$ cat src/rtl/pipe_pkg.sv
// ============================================================================
// Module      : pipe_pkg
// Description : Shared types for the RV32I ID/EX stage: ALU opcodes, forward
//               selects and the ID/EX pipeline register layout.
// Revision    : 1.0 - initial release
// ============================================================================
`default_nettype none

package pipe_pkg;

  localparam int c_data_w   = 32;
  localparam int c_reg_w    = 5;
  localparam int c_opcode_w = 4;

  typedef enum logic [3:0] {
    ALU_AND = 4'b0000,
    ALU_OR  = 4'b0001,
    ALU_ADD = 4'b0010,
    ALU_SUB = 4'b0011,
    ALU_XOR = 4'b0100,
    ALU_SLL = 4'b0101,
    ALU_SRL = 4'b0110,
    ALU_SLT = 4'b0111,
    ALU_EQ  = 4'b1000,
    ALU_SRA = 4'b1001
  } alu_op_t;

  typedef enum logic [1:0] {
    FWD_REG = 2'd0,
    FWD_MEM = 2'd1,
    FWD_WB  = 2'd2
  } fwd_sel_t;

  typedef struct packed {
    logic                  valid;
    logic [c_reg_w-1:0]    rs1;
    logic [c_reg_w-1:0]    rs2;
    logic [c_reg_w-1:0]    rd;
    logic [c_data_w-1:0]   rd1;
    logic [c_data_w-1:0]   rd2;
    logic [c_data_w-1:0]   imm;
    logic [c_data_w-1:0]   pc;
    logic [c_opcode_w-1:0] alu_op;
    logic                  alu_src;
    logic                  a_pc;
    logic                  reg_write;
    logic                  mem_read;
    logic                  mem_write;
  } id_ex_t;

endpackage

`default_nettype wire

$ cat src/rtl/forward_unit.sv
// ============================================================================
// Module      : forward_unit
// Description : Picks the newest producer of one EX source register.
// Revision    : 1.0 - initial release
// ============================================================================
`default_nettype none

module forward_unit
  import pipe_pkg::*;
#(
  parameter int REG_ADDR_W = 5
) (
  input  logic [REG_ADDR_W-1:0] rs,
  input  logic [REG_ADDR_W-1:0] mem_rd,
  input  logic                  mem_reg_write,
  input  logic [REG_ADDR_W-1:0] wb_rd,
  input  logic                  wb_reg_write,
  output fwd_sel_t              sel
);

  // MEM holds the younger result, so it wins over WB; x0 is never a producer.
  always_comb begin
    sel = FWD_REG;
    if (mem_reg_write && (mem_rd != '0) && (mem_rd == rs)) begin
      sel = FWD_MEM;
    end else if (wb_reg_write && (wb_rd != '0) && (wb_rd == rs)) begin
      sel = FWD_WB;
    end
  end

endmodule

`default_nettype wire

$ cat src/rtl/id_ex_stage.sv
// ============================================================================
// Module      : id_ex_stage
// Description : ID/EX pipeline register with MEM/WB forwarding, load-use
//               stall detection and bubble insertion.
// Revision    : 1.0 - initial release
// ============================================================================
`default_nettype none

module id_ex_stage
  import pipe_pkg::*;
#(
  parameter int DATA_WIDTH    = 32,
  parameter int REG_ADDR_W    = 5,
  parameter int OPCODE_LENGTH = 4
) (
  input  logic                     clk,
  input  logic                     reset,
  input  logic                     id_valid,
  input  logic [REG_ADDR_W-1:0]    id_rs1,
  input  logic [REG_ADDR_W-1:0]    id_rs2,
  input  logic [REG_ADDR_W-1:0]    id_rd,
  input  logic [DATA_WIDTH-1:0]    id_rd1,
  input  logic [DATA_WIDTH-1:0]    id_rd2,
  input  logic [DATA_WIDTH-1:0]    id_imm,
  input  logic [DATA_WIDTH-1:0]    id_pc,
  input  logic [OPCODE_LENGTH-1:0] id_alu_op,
  input  logic                     id_alu_src,
  input  logic                     id_a_pc,
  input  logic                     id_reg_write,
  input  logic                     id_mem_read,
  input  logic                     id_mem_write,
  input  logic                     ex_flush,
  input  logic [REG_ADDR_W-1:0]    mem_rd,
  input  logic                     mem_reg_write,
  input  logic [DATA_WIDTH-1:0]    mem_result,
  input  logic [REG_ADDR_W-1:0]    wb_rd,
  input  logic                     wb_reg_write,
  input  logic [DATA_WIDTH-1:0]    wb_result,
  output logic [DATA_WIDTH-1:0]    SrcA,
  output logic [DATA_WIDTH-1:0]    SrcB,
  output logic [OPCODE_LENGTH-1:0] Operation,
  output logic [DATA_WIDTH-1:0]    ex_store_data,
  output logic                     ex_valid,
  output logic                     ex_reg_write,
  output logic                     ex_mem_read,
  output logic                     ex_mem_write,
  output logic [REG_ADDR_W-1:0]    ex_rd,
  output logic [DATA_WIDTH-1:0]    ex_pc,
  output logic                     load_use_stall
);

  id_ex_t                r_ex;
  id_ex_t                w_next;
  logic                  w_bubble;
  logic                  w_live;
  fwd_sel_t              w_sel_a;
  fwd_sel_t              w_sel_b;
  logic [DATA_WIDTH-1:0] w_fwd_a;
  logic [DATA_WIDTH-1:0] w_fwd_b;

  // Conservative: rs2 is compared even for instructions that do not read it.
  assign load_use_stall = r_ex.valid && r_ex.mem_read && (r_ex.rd != '0) && id_valid &&
                          ((r_ex.rd == id_rs1) || (r_ex.rd == id_rs2));

  assign w_bubble = ex_flush | load_use_stall;
  assign w_live   = id_valid & ~w_bubble;

  always_comb begin
    w_next           = '0;
    w_next.rs1       = id_rs1;
    w_next.rs2       = id_rs2;
    w_next.rd        = id_rd;
    w_next.rd1       = id_rd1;
    w_next.rd2       = id_rd2;
    w_next.imm       = id_imm;
    w_next.pc        = id_pc;
    w_next.alu_op    = id_alu_op;
    w_next.alu_src   = id_alu_src;
    w_next.a_pc      = id_a_pc;
    w_next.valid     = w_live;
    w_next.reg_write = w_live & id_reg_write;
    w_next.mem_read  = w_live & id_mem_read;
    w_next.mem_write = w_live & id_mem_write;
  end

  always_ff @(posedge clk or posedge reset) begin
    if (reset) begin
      r_ex <= '0;
    end else begin
      r_ex <= w_next;
    end
  end

  forward_unit #(.REG_ADDR_W(REG_ADDR_W)) u_fwd_a (
    .rs            (r_ex.rs1),
    .mem_rd        (mem_rd),
    .mem_reg_write (mem_reg_write),
    .wb_rd         (wb_rd),
    .wb_reg_write  (wb_reg_write),
    .sel           (w_sel_a)
  );

  forward_unit #(.REG_ADDR_W(REG_ADDR_W)) u_fwd_b (
    .rs            (r_ex.rs2),
    .mem_rd        (mem_rd),
    .mem_reg_write (mem_reg_write),
    .wb_rd         (wb_rd),
    .wb_reg_write  (wb_reg_write),
    .sel           (w_sel_b)
  );

  always_comb begin
    w_fwd_a = r_ex.rd1;
    case (w_sel_a)
      FWD_MEM: w_fwd_a = mem_result;
      FWD_WB:  w_fwd_a = wb_result;
      default: w_fwd_a = r_ex.rd1;
    endcase
  end

  always_comb begin
    w_fwd_b = r_ex.rd2;
    case (w_sel_b)
      FWD_MEM: w_fwd_b = mem_result;
      FWD_WB:  w_fwd_b = wb_result;
      default: w_fwd_b = r_ex.rd2;
    endcase
  end

  assign SrcA          = r_ex.a_pc    ? r_ex.pc  : w_fwd_a;
  assign SrcB          = r_ex.alu_src ? r_ex.imm : w_fwd_b;
  assign ex_store_data = w_fwd_b;
  assign Operation     = r_ex.alu_op;
  assign ex_valid      = r_ex.valid;
  assign ex_reg_write  = r_ex.reg_write;
  assign ex_mem_read   = r_ex.mem_read;
  assign ex_mem_write  = r_ex.mem_write;
  assign ex_rd         = r_ex.rd;
  assign ex_pc         = r_ex.pc;

endmodule

`default_nettype wire

$ cat config.mk
export PLATFORM = sky130hd
export DESIGN_NAME = id_ex_stage
export DESIGN_NICKNAME = d
export VERILOG_FILES = /design/src/rtl/pipe_pkg.sv /design/src/rtl/forward_unit.sv /design/src/rtl/id_ex_stage.sv
export SDC_FILE = /design/constraint.sdc
export NUM_CORES = 1
export LEC_CHECK = 0
export ABC_AREA = 1
export CAP_MARGIN = 15
export CORE_AREA = 2 2 143 145
export CTS_CLUSTER_SIZE = 16
export DETAILED_ROUTE_END_ITERATION = 6
export DIE_AREA = 0 0 145 147
export PLACE_DENSITY = 0.78
export SLEW_MARGIN = 20
export SYNTH_ARGS = -nofsm -noshare
export SYNTH_HDL_FRONTEND = slang
export SYNTH_HIERARCHICAL = 1
export SYNTH_SLANG_ARGS = --single-unit
$ cat constraint.sdc
create_clock -name clk -period 6.7 [get_ports clk]
set_input_delay 0.67 -clock clk [delete_from_list [all_inputs] [get_ports clk]]
set_output_delay 0.67 -clock clk [all_outputs]
set_load 0.01 [all_outputs]
==> flow_results.xml <==
<?xml version="1.0" encoding="UTF-8"?>
<metrics>
  <group name="run_status">
    <metric name="status" unit="">finished, violations left</metric>
    <metric name="failed_checks" unit="">DRC</metric>
  </group>
  <group name="yosys">
    <metric name="synth_warnings" unit="">6</metric>
    <metric name="postSynthAreaPerCell" unit="µm²">8.91</metric>
    <metric name="yosys.area.top_type_share" unit="%">54.2</metric>
    <metric name="synthesized_instance_count" unit="">792</metric>
    <metric name="syn_nets" unit="">1028</metric>
    <metric name="syn-cell-area" unit="mm²">0.00706</metric>
    <metric name="seq_area_frac_synth" unit="%">54.2</metric>
    <metric name="synth.lib_cells_used.distinct" unit="">22</metric>
    <metric name="netlist_top_cells_area" unit="">dfrtp_1 (54%), nand2_1 (12%), a21oi_1 (7.1%)</metric>
    <metric name="biggest_area_consumer_among_synthesized_cells" unit="">dfrtp_1</metric>
    <metric name="ys_seq_elements" unit="">153</metric>
  </group>
  <group name="worst_setup_path">
    <metric name="worstPathCellList" unit="">clkdlybuf4s50_1 -&gt; inv_1 -&gt; nand2_1 -&gt; nand2_1 -&gt; nor2_1 -&gt; nand3_1 -&gt; nor2_2 -&gt; nor2_1 -&gt; ha_2 -&gt; buf_4 -&gt; clkinv_1 -&gt; nand2_1 -&gt; a21oi_1 -&gt; clkdlybuf4s50_1</metric>
    <metric name="cpMostUsedCell" unit="">nand2_1</metric>
    <metric name="worst_setup_path_end_kind" unit="">primary output</metric>
    <metric name="timing.critical_path.fanout_max" unit="">33</metric>
    <metric name="criticalPathCategory" unit="">in2out</metric>
    <metric name="critical-path-max-stage-delay" unit="ns">0.96</metric>
    <metric name="cp_top_family" unit="">buffers and inverters</metric>
    <metric name="crit_path_top_delay_cell" unit="">clkinv_1</metric>
    <metric name="crit_path_start_kind" unit="">input pin</metric>
    <metric name="critical_path_required" unit="ns">6.03</metric>
    <metric name="arrival" unit="ns">4.45</metric>
    <metric name="critPathBufInv" unit="">5</metric>
  </group>
  <group name="sta">
    <metric name="min_period" unit="ns">5.12</metric>
    <metric name="timing.final.crit_share" unit="%">76.5</metric>
    <metric name="fin_skew" unit="ns">0.00803</metric>
    <metric name="final.setup.tns" unit="ns">0</metric>
    <metric name="grt_setup_unrepaired" unit="">no</metric>
    <metric name="drv_slew" unit="">0</metric>
    <metric name="setup_viol_count_final" unit="">0</metric>
    <metric name="final.hold.worst_slack" unit="ns">0.679</metric>
    <metric name="max-slew-margin-rel" unit="%">28.1</metric>
    <metric name="worst_slack" unit="ns">1.58</metric>
    <metric name="worstMarginPinSlew" unit="ns">1.07</metric>
    <metric name="max_freq" unit="GHz">0.195</metric>
    <metric name="hold_viol_final" unit="">0</metric>
  </group>
  <group name="placed_design">
    <metric name="placement.setup.worst_slack" unit="ns">1.75</metric>
    <metric name="dp_hpwl" unit="µm">19300</metric>
    <metric name="gp_congestion" unit="">0.930</metric>
    <metric name="number_of_placed_instances_taps_included" unit="">1359</metric>
    <metric name="post_dp_cell_area" unit="mm²">0.0106</metric>
    <metric name="port_buffers" unit="">373</metric>
  </group>
  <group name="global_route">
    <metric name="antenna_found_initial" unit="">1</metric>
    <metric name="grt_start_max_net_pins" unit="">84</metric>
    <metric name="gr-total-overflow" unit="">0</metric>
    <metric name="number_of_global_route_vias_before_repair" unit="">6940</metric>
    <metric name="first_pass_grt_wire_length" unit="µm">39600</metric>
    <metric name="grt_usage" unit="%">24.4</metric>
  </group>
  <group name="route">
    <metric name="detail_route_antenna_nets" unit="">0</metric>
    <metric name="drt-pass1-iter-count" unit="">7</metric>
    <metric name="dr_total_vias" unit="">6746</metric>
    <metric name="drt_wl_total" unit="µm">26300</metric>
    <metric name="avgRoutedWirePerCell" unit="µm">18.9</metric>
    <metric name="detailed_route_drc_error_count" unit="">10</metric>
    <metric name="drt_iter0_markers" unit="">362</metric>
    <metric name="vias_per_cell" unit="">4.85</metric>
  </group>
  <group name="final_layout">
    <metric name="final_layout_size_suffix_gt1_share" unit="%">7.76</metric>
    <metric name="fin_area" unit="mm²">0.0112</metric>
    <metric name="layout.nets" unit="">1344</metric>
    <metric name="final_cells" unit="">1392</metric>
    <metric name="fill_cells" unit="">1763</metric>
    <metric name="area_delta_synth_final" unit="%">58.4</metric>
  </group>
  <group name="clock_tree">
    <metric name="post_cts_resize_count" unit="">0</metric>
    <metric name="number_of_h_tree_levels" unit="">4</metric>
    <metric name="worstSkewPairLatency" unit="ns">0.42</metric>
    <metric name="cts_root_buf" unit="">clkbuf_16</metric>
    <metric name="cts_setup_buffers" unit="">0</metric>
    <metric name="cts_tree" unit="">yes</metric>
    <metric name="cts_hold_buffers" unit="">0</metric>
    <metric name="worst_setup_hold_path_clk_slew" unit="ns">0.07</metric>
    <metric name="clock_sinks" unit="">153</metric>
    <metric name="clock_tree.buffer_depth" unit="">2</metric>
    <metric name="cts_inserted_buffers" unit="">17</metric>
  </group>
  <group name="die">
    <metric name="initial_utilization" unit="%">35.6</metric>
    <metric name="die_area" unit="mm²">0.0213</metric>
    <metric name="ioPinCount" unit="">374</metric>
    <metric name="fp.coreArea" unit="mm²">0.0198</metric>
    <metric name="die_y" unit="µm">147</metric>
    <metric name="rows" unit="">52</metric>
    <metric name="die_x" unit="µm">145</metric>
  </group>
  <group name="pwr">
    <metric name="ir_worst_vdd" unit="µV">164</metric>
    <metric name="leakage" unit="µW">0.00486</metric>
    <metric name="powerDensity" unit="mW/mm²">218</metric>
  </group>
  <group name="hold_path">
    <metric name="min-delay-path-class" unit="">in2reg</metric>
  </group>
  <group name="job">
    <metric name="max_cap_viol_count" unit="">0</metric>
  </group>
</metrics>
[cell usage after synthesis, drive strengths merged]
library cell    n
clkbuf          3
inv            52
a21oi         130
dfrtp         153
xor2            2
nor2           93
buf            78
nand2         223
a21boi          2
ha              4
o21ai           6
a22o           32
nand3          10
xnor2           2
nand4           2
[layout make-up]
| class | instances | area, µm² | share of cell area [%] |
|---|---|---|---|
| Inverter | 52 | 203 | 1.81 |
| Multi-Input combinational cell | 506 | 2450 | 21.9 |
| Tap cell | 270 | 338 | 3.02 |
| Antenna cell | 1 | 2.50 | 0.0224 |
| Sequential cell | 153 | 3830 | 34.2 |
| Timing Repair Buffer | 378 | 3770 | 33.7 |
| Clock inverter | 12 | 141 | 1.26 |
| Clock buffer | 20 | 447 | 3.99 |
[power by group]
group / total, µW / leakage [µW] / switching [µW] / internal (µW)
clock: 968 / 0.000270 / 405 / 564
combinational: 482 / 0.00280 / 211 / 271
sequential: 991 / 0.00179 / 20.7 / 970
[state kept, by name (all words and copies together), names as in the netlist]
register      flops
Operation         4
ex_pc            32
ex_mem_read       1
ex_rd             5
ex_reg_write      1
r_ex            108
ex_valid          1
ex_mem_write      1
[cell usage in the layout (no fill, tap or decap), drive strengths merged]
master,instances
diode,1
nand3,10
xor2,2
nor2,93
inv,54
a21oi,130
clkbuf,20
dfrtp,153
xnor2,2
clkinvlp,5
nand4,2
a21boi,2
nand2,223
bufinv,2
o21ai,6
buf,5
clkinv,3
clkdlybuf4s50,373
ha,4
a22o,32
[metal layers]
| layer | global-route usage, % | routed length [µm] | vias up |
|---|---|---|---|
| met5 | 0 | 0 | - |
| met4 | 8.02 | 569 | 0 |
| met3 | 6.37 | 2120 | 32 |
| li1 | - | - | 3123 |
| met1 | 29.0 | 10300 | 3231 |
| met2 | 43.2 | 13300 | 360 |
[logic make-up after synthesis]
logic type,Yosys count,share of synthesized area (%)
AND/OR/NAND/NOR,328,18.0
AO/OA/AOI/OAI,170,15.4
flip-flops,153,54.2
buffers and inverters,133,11.2
XOR/XNOR,4,0.496
adder cells (fa/ha/maj),4,0.709
[stage by stage]
stage	power [µW]	utilization, %
2_1_floorplan	1190	-
3_3_place_gp	1480	53.4
3_5_place_dp	1490	53.4
4_1_cts	2460	56.3
5_1_grt	2540	56.4
6_report	2440	56.4
[final timing paths]
| check | slack, ns | start | end | cells past startpoint |
|---|---|---|---|---|
| worst max register to register | 5.45 | ex_rd[1] | ex_mem_write | 9 |
| worst max-delay path | 1.58 | mem_rd[3] | SrcA[25] | 14 |
| min in group asynchronous | 0.73 | reset | ex_rd[2] | 2 |
| max in group asynchronous | 4.45 | reset | r_ex[77] | 3 |
| worst min-delay path | 0.68 | id_alu_op[1] | Operation[1] | 1 |
| worst min register to register | 0.74 | ex_mem_read | ex_mem_read | 5 |
Note: power is estimated with default switching activity, not from simulation.
